--- config.mk ---
export PLATFORM = sky130hd
export DESIGN_NAME = mem_arbiter
export DESIGN_NICKNAME = d
export VERILOG_FILES = /design/src/rtl/mem_arbiter.sv
export SDC_FILE = /design/constraint.sdc
export NUM_CORES = 1
export LEC_CHECK = 0
export ABC_AREA = 0
export CORE_UTILIZATION = 42
export DETAILED_ROUTE_END_ITERATION = 8
export GPL_ROUTABILITY_DRIVEN = 1
export PLACE_DENSITY = 0.83
export SETUP_SLACK_MARGIN = 0.15
export SLEW_MARGIN = 5
export SYNTH_ARGS = -nofsm -noshare
export SYNTH_HDL_FRONTEND = slang
export SYNTH_SLANG_ARGS = --single-unit
--- constraint.sdc ---
create_clock -name clk -period 1.8 [get_ports clk]
set_input_delay 0.27 -clock clk [delete_from_list [all_inputs] [get_ports clk]]
set_output_delay 0.27 -clock clk [all_outputs]
set_load 0.02 [all_outputs]
--- src/rtl/mem_arbiter.sv ---
// mem_arbiter: shares one single-port memory between fetch and load/store.
// Optional fetch starvation guard: define ARB_STARVE_GUARD_EN.
module mem_arbiter #(
  parameter int AW         = 32,
  parameter int DW         = 32,
  parameter int LATENCY    = 1,
  parameter int MAX_STREAK = 4
) (
  input  logic          clk,
  input  logic          rst_n,
  input  logic          if_req,
  input  logic [AW-1:0] if_addr,
  output logic          if_gnt,
  output logic          if_valid,
  output logic [DW-1:0] if_rdata,
  input  logic          dm_req,
  input  logic          dm_we,
  input  logic [AW-1:0] dm_addr,
  input  logic [DW-1:0] dm_wdata,
  output logic          dm_gnt,
  output logic          dm_valid,
  output logic [DW-1:0] dm_rdata,
  output logic          mem_en,
  output logic          mem_we,
  output logic [AW-1:0] mem_addr,
  output logic [DW-1:0] mem_wdata,
  input  logic [DW-1:0] mem_rdata,
  output logic          busy
);

  localparam int CW = (LATENCY > 1) ? $clog2(LATENCY) : 1;

  if (LATENCY < 1 || MAX_STREAK < 1) begin : g_cfg_err
    $error("mem_arbiter: LATENCY and MAX_STREAK must be >= 1");
  end

  typedef enum logic [1:0] {
    IDLE,
    ISSUE,
    WAIT
  } state_t;

  state_t        state;
  state_t        state_nx;
  logic [CW-1:0] cnt;
  logic          own_dm;
  logic          we_q;
  logic [DW-1:0] if_rdata_q;
  logic [DW-1:0] dm_rdata_q;
  logic          done;
  logic          can_gnt;
  logic          pick_dm;

  // Last WAIT cycle: data is on mem_rdata and the port is free again.
  assign done    = (state == WAIT) && (cnt == '0);
  assign can_gnt = rst_n && ((state == IDLE) || done);

`ifdef ARB_STARVE_GUARD_EN
  localparam int SW = $clog2(MAX_STREAK + 1);

  logic [SW-1:0] streak;

  assign pick_dm = dm_req &&
                   !(if_req && (streak == SW'(MAX_STREAK)));

  always_ff @(posedge clk or negedge rst_n) begin
    if (!rst_n) begin
      streak <= '0;
    end else if (dm_gnt) begin
      streak <= if_req ? streak + 1'b1 : '0;
    end else if (if_gnt) begin
      streak <= '0;
    end
  end
`else
  assign pick_dm = dm_req;
`endif

  assign dm_gnt = can_gnt && pick_dm;
  assign if_gnt = can_gnt && if_req && !pick_dm;

  always_comb begin
    state_nx = state;
    unique case (state)
      IDLE: begin
        if (if_gnt || dm_gnt) state_nx = ISSUE;
      end
      ISSUE: begin
        state_nx = WAIT;
      end
      WAIT: begin
        if (done) state_nx = (if_gnt || dm_gnt) ? ISSUE : IDLE;
      end
      default: begin
        state_nx = IDLE;
      end
    endcase
  end

  always_ff @(posedge clk or negedge rst_n) begin
    if (!rst_n) begin
      state      <= IDLE;
      cnt        <= '0;
      own_dm     <= 1'b0;
      we_q       <= 1'b0;
      mem_addr   <= '0;
      mem_wdata  <= '0;
      if_rdata_q <= '0;
      dm_rdata_q <= '0;
    end else begin
      state <= state_nx;
      if (state == ISSUE) begin
        cnt <= CW'(LATENCY - 1);
      end else if ((state == WAIT) && !done) begin
        cnt <= cnt - 1'b1;
      end
      if (done && !own_dm) if_rdata_q <= mem_rdata;
      if (done && own_dm && !we_q) dm_rdata_q <= mem_rdata;
      if (dm_gnt) begin
        own_dm    <= 1'b1;
        we_q      <= dm_we;
        mem_addr  <= dm_addr;
        mem_wdata <= dm_wdata;
      end else if (if_gnt) begin
        own_dm   <= 1'b0;
        we_q     <= 1'b0;
        mem_addr <= if_addr;
      end
    end
  end

  assign busy     = (state != IDLE);
  assign mem_en   = (state == ISSUE);
  assign mem_we   = mem_en && we_q;
  assign if_valid = done && !own_dm;
  assign dm_valid = done && own_dm;
  // Completion data is forwarded straight through in its valid cycle.
  assign if_rdata = if_valid ? mem_rdata : if_rdata_q;
  assign dm_rdata = (dm_valid && !we_q) ? mem_rdata : dm_rdata_q;

endmodule
[Yosys cells after proc, flatten, opt, wreduce, memory -nomap -nowiden]
Index checks and enable logic that the tools add are counted.
Word-level totals
  register bits: 133
  logic and storage cells: 48
  output and inout bits: 135
Cells by class
  eq/ne operators: 4
  mux-type cells: 13
  reduce and logical (&&, ||, !) cells: 21
  $add $sub $neg: 1
  bitwise operators: 1
Operator list (count)
  two-way mux 32 bit: 4
  logical AND 1 bit: 10
  two-way mux 1 bit: 6
  one-hot mux 2 bit (3 select lines): 1
  nonzero test 2 bit: 3
  zero test 1 bit: 4
  two-way mux 2 bit: 2
  == test 2 x 1 -> 1 bit, second input constant: 1
  == test 2 bit, second input constant: 1
  zero test 2 bit: 1
  logical OR 1 bit: 2
  inequality test 2 x 1 -> 1 bit, second input constant: 1
  inequality test 2 bit, second input constant: 1
  AND reduction 2 bit: 1
  inverter 1 bit: 1
  subtractor 1 bit, second input constant: 1

[Logic depth before layout (Yosys ltp)]
Gate-level depths: netlist (run 1).
  depth after elaboration: 10
  depth in mapped cells: 5

[Least setup slack after synthesis (run 1)]
No wires, ideal clock.
  path type: reg-to-output
  from: reg state[0]
  to: out dm_rdata[10]
  path slack: -0.069 ns
  stages on the path, launching flop included: 6
  arrival: 1.599 ns
  cells stage by stage: dfrtp_1 -> and4bb_1 -> and2_1 -> buf_6 -> buf_6 -> mux2_4
On the way
  word-level cells in the longest chain between the ends: 5
Ends and longest elaborated chain
  start: declaration: line 43  | state_t state;
  start signal: assignment: line 111  | state <= state_nx;
  == test 2 bit: line 55  | assign done = (state == WAIT) && (cnt == '0);
  logical AND 1 bit: line 55
  logical AND 1 bit: line 136  | assign dm_valid = done && own_dm;
  net dm_valid: line 21  | output logic dm_valid,
  logical AND 1 bit: line 139  | assign dm_rdata = (dm_valid && !we_q) ? mem_rdata : dm_rdata_q;
  two-way mux 32 bit: line 139
  end: declaration: line 22  | output logic [DW-1:0] dm_rdata,
The timed path passes the listed nets, and every way through them passes these cells.

[Worst setup path in the final report (run 1)]
  from: reg state[0]
  to: out dm_rdata[21]
On the way
  word-level cells in the longest chain between the ends: 5
Ends and longest elaborated chain (line)
  == test 2 bit: 55
  logical AND 1 bit: 55
  logical AND 1 bit: 136
  logical AND 1 bit: 139
  two-way mux 32 bit: 139
Every way passes these cells.

==> key figures, run 1 <==
Run status
  – Status: finished with violations
  – Failing checks: setup timing

Setup path
  – Critical Path Sink Type: primary output
  – Crit path required time: around 1.5 ns
  – Crit path largest cell delay: around 0.4 ns
  – Critical path arrival: between 2 and 2.5 ns
  – Worst Path Max Fanout: 6
  – Worst path cell trace: and4bb_2 > and2_4 > buf_6 > buf_12 > buf_16 > buf_6 > mux2_4 > buf_6
  – Most frequent CP cell: buf_6
  – CP max stage cell: dfrtp_1
  – Startpoint Class: flop
  – Crit path kind: flop to primary output

Timing
  – Count of final setup violators: 159
  – Slew Viols, Final: 0
  – Final Hold Vio Count: 0
  – Slew @ Worst Pin: between 0.7 and 0.8 ns
  – Fmax: a little under 0.4 GHz
  – Setup slack after layout: -0.7545 ns
  – RSZ-0062 raised after global routing: yes
  – Relative slew slack: 49.53%
  – Tmin final: around 2.6 ns
  – Setup TNS: -60.05 ns
  – Clk_skew: 0.01923 ns
  – Fin crit share: 141.9%

Power and ir drop
  – Pwr Total: between 15,000 and 20,000 uW
  – Power density over the cells: between 1000 and 1500 mW/mm^2
  – Sw frac: between 30% and 40%
  – Clock power frac: roughly a quarter
  – Net Switching: roughly 5300 uW
  – Reg power frac: a little under 30%
  – Leak pwr: between 0.005 and 0.006 uW
  – Peak supply drop: around 840 uV
  – Comb power frac: a little under half
  – Internal: 9898 uW

Cells and area
  – Multi-input combinational cell area: 0.003020 mm^2
  – Core Util, Final: between 80% and 90%
  – N_diodes: 0
  – Share of layout cells above drive strength 1: slightly below 50%
  – Commonest non-fill, non-tap cell in the layout: dfrtp_1
  – Final cell count without fillers: between 1,000 and 1,500
  – FF+latch area: around 0.0033 mm^2
  – Area grow syn2layout: 96.40%
  – Most frequent cells in the layout: 133 x dfrtp_1, 130 x clkdlybuf4s50_1, 114 x buf_6
  – # nets final: around 960
  – Fillers: around 620

Global routing
  – Initial antenna violation count: 0
  – Largest net degree at the start of global routing: between 100 and 150
  – GR Overflow Total: 0
  – Global-route wire length before repair: approximately 33 mm
  – GRT Util Overall: 30.68%
  – Vias in the first global route: 5,783

Yosys
  – Syn Nets: roughly 580
  – Xor-xnor portion of the synthesized cell area: 0%
  – Synth top area cells: dfrtp_1 56%, mux2_2 12%, mux2_4 7.5%
  – Main combinational cell family by area after synthesis: multiplexers
  – Mapped Cells: ~450
  – Largest area contributor in the netlist: dfrtp_1
  – Post-Synth Simple-Gate Area: 3.577%
  – Cell variety after synth: 25
  – Post-synthesis mux area share: 19.96%
  – FF+latch count, synth: 133
  – Synth top area share: 55.65%
  – Post-synthesis adder-cell area fraction: 0%
  – Compound-Gate Fraction of Synth Area: around 15%
  – Synth Area per Inst: between 10 and 15 um^2
  – Seq/Total Area, Yosys: between 50% and 60%
  – Synth warnings: 0
  – Mapped cell area: approximately 0.0060 mm^2

Place
  – Place WS: -0.5151 ns
  – # port buffers: around 270
  – Routability cong.: between 0.7 and 0.8
  – Placed cell count: around 900
  – Final HPWL from detailed placement: 12.65 mm

Floorplanning
  – Die X: approximately 120 um
  – Core ar.: roughly 0.014 mm^2
  – Full die area: about 0.015 mm^2
  – Starting Density: a little over two fifths
  – Die Y-Extent: 121.3 um
  – I/O pins: ~270
  – Cell row count: between 40 and 50

Route
  – DRT Pass-1 Iters: 5
  – Routed vias: roughly 5,700
  – DRC: 0
  – Routed Antenna Nets: 0
  – Drt wl/cell: 26.87 um
  – DR vias/cell: about 5.7
  – DRT Wirelength: 27.25 mm
  – Initial DRC Count: 361

Clock network
  – Root buffer cell: clkbuf_16
  – TritonCTS Buffers: 17
  – CTS clock-pin slew for the worst setup and hold paths: 0.06 ns
  – Clock Sinks: roughly 130
  – Clock latency on the worst-skew pair: between 0.4 and 0.5 ns
  – Clk buf depth: 2
  – Number of H-tree levels: 4
  – TritonCTS clock tree: yes

Hold path
  – Tightest Hold Check Type: input pin to flop

Run
  – MaxCap Viol Count: 0
metal layers:
layer | vias up | GRT usage, % | part of all wire [%]
met5 | - | 0 | 0
met4 | 0 | 14.51 | 4.6
met3 | 84 | 8.647 | 7.2
met2 | 355 | 53.27 | 51
met1 | 2923 | 34.54 | 37
li1 | 2384 | - | -
through the flow:
step	hold WS [ns]	cell area [um^2]
floorplan	-0.02559	6116
global placement	0.4344	9164
detailed placement	0.4458	9164
CTS	0.2693	10610
global route	0.4322	11750
finish	0.4237	11750
state kept, by name, summed over array words and instances, names as in the netlist:
name and flops:
dm_rdata_q 32, if_rdata_q 32, mem_addr 32, mem_wdata 32, state 2, cnt 1
own_dm 1, we_q 1
synth_stat cells:
master and n:
mux2_2 66, and2_1 2, clkbuf_1 16, o21bai_1 1, nand3_1 1, nor4b_4 1, buf_6 4, o2bb2ai_1 1
nand2_1 1, mux2_4 30, inv_2 1, a41oi_1 32, dfrtp_1 133, a21o_1 33, inv_1 34, o221a_2 32
o211a_1 1, nor2_1 34, buf_1 5, and4bb_1 1, or2_2 1, buf_4 4, nand3_2 1, buf_2 9
nor2b_1 2
power by group through the flow:
stage	sequential (uW)	clock [uW]	combinational, uW
global route	4540	3850	7250
detailed placement	4360	0	5610
finish	4480	3710	7050
floorplan	4610	0	2620
CTS	4350	3630	5780
global placement	4320	0	5450
what timing repair did:
item / CTS / global route
hold endpoints to repair: 22 / 0
cloned: 11 / 7
buffers inserted: 35 / 36
resized for setup: 502 / 157
setup endpoints to repair: 201 / 181
pin swaps: 6 / 49
hold buffers: 1 / 0
cell families (layout without fill, tap and decap cells):
logic type	after synthesis	after routing
compound gates	100	100
buf+inv	73	461
mux	96	96
flops	133	133
simple gates	44	44
critical path, delay by kind of cell (launching register included):
family | cells | cell delay, ns
buf+inv | 5 | 0.57
simple gates | 2 | 0.54
mux | 1 | 0.33
flops | 1 | 0.40
cell type report:
class	instances	area share, %
Timing Repair Buffer	395	37.74
Sequential cell	133	28.33
Multi-Input combinational cell	240	25.71
Clock buffer	18	3.654
Tap cell	180	1.917
Clock inverter	13	1.502
Inverter	35	1.140
final timing paths:
path | cells past startpoint | end | slack [ns] | start
max reg2reg | 12 | mem_wdata[24] | -0.31 | state[0]
min reg2reg | 1 | dm_rdata_q[7] | 0.50 | dm_rdata_q[7]
min in group asynchronous | 3 | cnt | 0.58 | rst_n
max in group asynchronous | 3 | if_rdata_q[2] | 0.64 | rst_n
max | 8 | dm_rdata[21] | -0.75 | state[0]
min | 2 | we_q | 0.42 | dm_we
No activity file was read; power rests on OpenSTA's default activity.
==> run 2, diff against run 1 <==
CORE_ASPECT_RATIO = 1.75   (was not set)
REMOVE_ABC_BUFFERS = 1   (was not set)
==> run 2 against run 1 <==
The run ends with hold timing, setup timing left. Critical endpoint is now if_rdata[8]. Worst setup slack improved by 0.19 ns. Die area rose by 0.13%. Count of clock-buffer cells in the layout did not move. Largest cell class unchanged. Global-route usage fell by 0.45 points. Power fell by 1.8%. Clock power rose by 1%. Largest power group unchanged. Worst hold slack got worse by 0.46 ns. Highest routed layer unchanged.
==> key figures, run 2 (synthesis results as in run 1) <==
Run status
  – Status: finished with violations (unchanged)
  – Failing checks: hold timing, setup timing (was setup timing)

Setup path
  – Startpoint Class: flop (unchanged)
  – Crit path required time: 1.53 ns (about the same)
  – Crit path kind: flop to primary output (unchanged)
  – R2r startpoint: state[0] (unchanged)
  – Worst path cell trace: buf_6 > nor4b_4 > buf_6 > buf_12 > buf_16 > mux2_4 > buf_6 (was and4bb_2 > and2_4 > buf_6 > buf_12 > buf_16 > buf_6 > mux2_4 > buf_6)
  – CP delay by family, top: buffers and inverters (unchanged)
  – Critical path arrival: 2.10 ns (was 2.28 ns)
  – Critical Path Sink Type: primary output (unchanged)
  – CP max stage cell: dfrtp_1 (unchanged)
  – Bufs and invs on worst path: 5 (unchanged)
  – Reg2reg end: mem_wdata[16] (was mem_wdata[24])
  – Worst Path Max Fanout: 8 (was 6)
  – R2r worst-path depth: 11 (was 12)
  – R2r setup slk: -0.19 ns (was -0.31 ns)
  – Most frequent CP cell: buf_6 (unchanged)
  – Crit path largest cell delay: 0.38 ns (was 0.40 ns)

Run
  – MaxCap Viol Count: 0 (unchanged)

Timing
  – Final Hold Vio Count: 9 (was 0)
  – Count of final setup violators: 139 (was 159)
  – Slew Viols, Final: 0 (unchanged)
  – Fmax: 0.4226 GHz (was 0.3915 GHz)
  – Relative slew slack: 49.11% (was 49.53%)
  – Clk_skew: 0.01163 ns (was 0.01923 ns)
  – Slew @ Worst Pin: 0.7633 ns (was 0.7570 ns)
  – Setup TNS: -40.34 ns (was -60.05 ns)
  – RSZ-0062 raised after global routing: yes (unchanged)
  – Setup slack after layout: -0.5663 ns (was -0.7545 ns)
  – Hold Slack: -0.03623 ns (was 0.4237 ns)
  – Tmin final: 2.366 ns (was 2.555 ns)
  – Fin crit share: 131.5% (was 141.9%)

Cells and area
  – Most frequent cells in the layout: 133 x dfrtp_1, 130 x clkdlybuf4s50_1, 112 x buf_6 (was 133 x dfrtp_1, 130 x clkdlybuf4s50_1, 114 x buf_6)
  – Area grow syn2layout: 88.35% (was 96.40%)
  – Commonest non-fill, non-tap cell in the layout: dfrtp_1 (unchanged)
  – # nets final: 933 (was 955)
  – Share of layout cells above drive strength 1: 45.57% (was 48.32%)
  – Final cell count without fillers: 991 (was 1,014)

Global routing
  – GRT Util Overall: 30.23% (was 30.68%)
  – Global-route wire length before repair: 33.62 mm (was 33.30 mm)
  – GR Overflow Total: 0 (unchanged)
  – Largest net degree at the start of global routing: 134 (unchanged)
  – Initial antenna violation count: 2 (was 0)
  – Vias in the first global route: 5,986 (was 5,783)

Floorplanning
  – Die Y-Extent: 159.9 um (was 121.3 um)
  – Starting Density: 43.00% (was 43.09%)
  – Full die area: 0.01474 mm^2 (was 0.01472 mm^2)
  – Die X: 92.21 um (was 121.3 um)
  – Core ar.: 0.01391 mm^2 (was 0.01388 mm^2)
  – Cell row count: 57 (was 43)
  – I/O pins: 268 (unchanged)

Clock network
  – Post-CTS Hold Buffers: 0 (was 1)
  – Root buffer cell: clkbuf_16 (unchanged)
  – Clock latency on the worst-skew pair: 0.41 ns (was 0.44 ns)
  – Clock Sinks: 133 (unchanged)
  – Number of H-tree levels: 4 (unchanged)
  – TritonCTS Buffers: 17 (unchanged)
  – TritonCTS clock tree: yes (unchanged)
  – CTS clock-pin slew for the worst setup and hold paths: 0.06 ns (about the same)
  – Clk buf depth: 2 (unchanged)

Power and ir drop
  – Pwr Total: 14,960 uW (was 15,240 uW)
  – Leak pwr: 0.005198 uW (was 0.005400 uW)
  – Net Switching: 4893 uW (was 5339 uW)
  – Internal: 10,060 uW (was 9898 uW)
  – Sw frac: 32.71% (was 35.04%)
  – Power density over the cells: 1328 mW/mm^2 (was 1297 mW/mm^2)
  – Comb power frac: 45.7% (was 46.3%)
  – Reg power frac: 29.2% (was 29.4%)
  – Peak supply drop: 835.6 uV (was 843.6 uV)
  – Clock power frac: 25.1% (was 24.3%)

Route
  – DRT Pass-1 Iters: 4 (was 5)
  – Routed vias: 5,411 (was 5,746)
  – DRT Wirelength: 23.14 mm (was 27.25 mm)
  – DR vias/cell: 5.460 (was 5.667)
  – Drt wl/cell: 23.35 um (was 26.87 um)
  – Initial DRC Count: 263 (was 361)
  – DRC: 0 (unchanged)
  – Routed Antenna Nets: 0 (unchanged)

Place
  – Placed cell count: 876 (was 893)
  – Routability cong.: 0.8178 (was 0.7650)
  – Final HPWL from detailed placement: 12.78 mm (was 12.65 mm)
  – # port buffers: 267 (unchanged)

Hold path
  – Tightest Hold Check Type: input pin to asynchronous set/reset pin (was input pin to flop)
## run 2: cell count changes in the layout (fill, tap and decap cells not counted), moves of 5 or more
| cell | before | now |
|---|---|---|
| buf_4 | 36 | 20 |
| o221a_2 | 16 | 32 |
| o221a_4 | 16 | 0 |
| a41oi_1 | 2 | 11 |
| a41oi_2 | 29 | 21 |
| buf_16 | 10 | 16 |
| mux2_2 | 1 | 7 |
| mux2_4 | 95 | 89 |
| clkbuf_16 | 24 | 19 |
## run 2: routing by layer
layer	vias to the layer above	track usage, %	routed length, um
li1	2335	-	-
met1	2756	31.23	7858
met2	243	56.51	12960
met3	77	6.619	1107
met4	0	14.35	1212
met5	-	0	0
## run 2: how the worst max path moves through the flow
stage / start / slack [ns] / cells after the start / endpoint
after global routing: state[0] / -0.66 / 7 / if_rdata[8]
after global placement: state[0] / -0.45 / 5 / dm_rdata[0]
final: state[0] / -0.57 / 7 / if_rdata[8]
after detailed placement: state[0] / -0.46 / 5 / dm_rdata[31]
after CTS: cnt / -0.57 / 7 / if_rdata[11]
after floorplan: state[0] / -2.96 / 4 / mem_wdata[0]
## run 2: area by class of cell
| type | count | area (um^2) |
|---|---|---|
| fill | 774 | 2643 |
| antenna | 2 | 5.005 |
| clock buffer | 18 | 429.2 |
| multi-input combinational | 240 | 2740 |
| tap | 177 | 221.5 |
| sequential | 133 | 3328 |
| inverter | 35 | 131.4 |
| timing repair buffer | 373 | 4212 |
| clock inverter | 13 | 197.7 |
## run 2: timing repair
item / 4_1_cts / 5_1_grt
buffers inserted: 42 / 21
resized for setup: 566 / 77
endpoints found under the setup margin: 178 / 178
pin swaps: 39 / 51
cloned: 17 / 2
## run 2: power groups by stage
stage | logic [uW] | clock network, uW | registers, uW
6_report | 6830 | 3750 | 4370
5_1_grt | 7100 | 3940 | 4450
3_5_place_dp | 5360 | 0 | 4350
2_1_floorplan | 2410 | 0 | 4600
4_1_cts | 6100 | 3780 | 4320
3_3_place_gp | 5220 | 0 | 4300
## run 2: through the flow
step	cell area [um^2]	utilization (%)	setup WS, ns	hold WS [ns]
after floorplan	5782	-	-2.963	-0.02559
after global placement	8926	64.18	-0.4478	0.4444
after detailed placement	8926	64.18	-0.4604	0.4602
after CTS	10690	76.88	-0.5715	0.02159
after global routing	11260	81.00	-0.6622	0.05113
final	11260	81.00	-0.5663	-0.03623
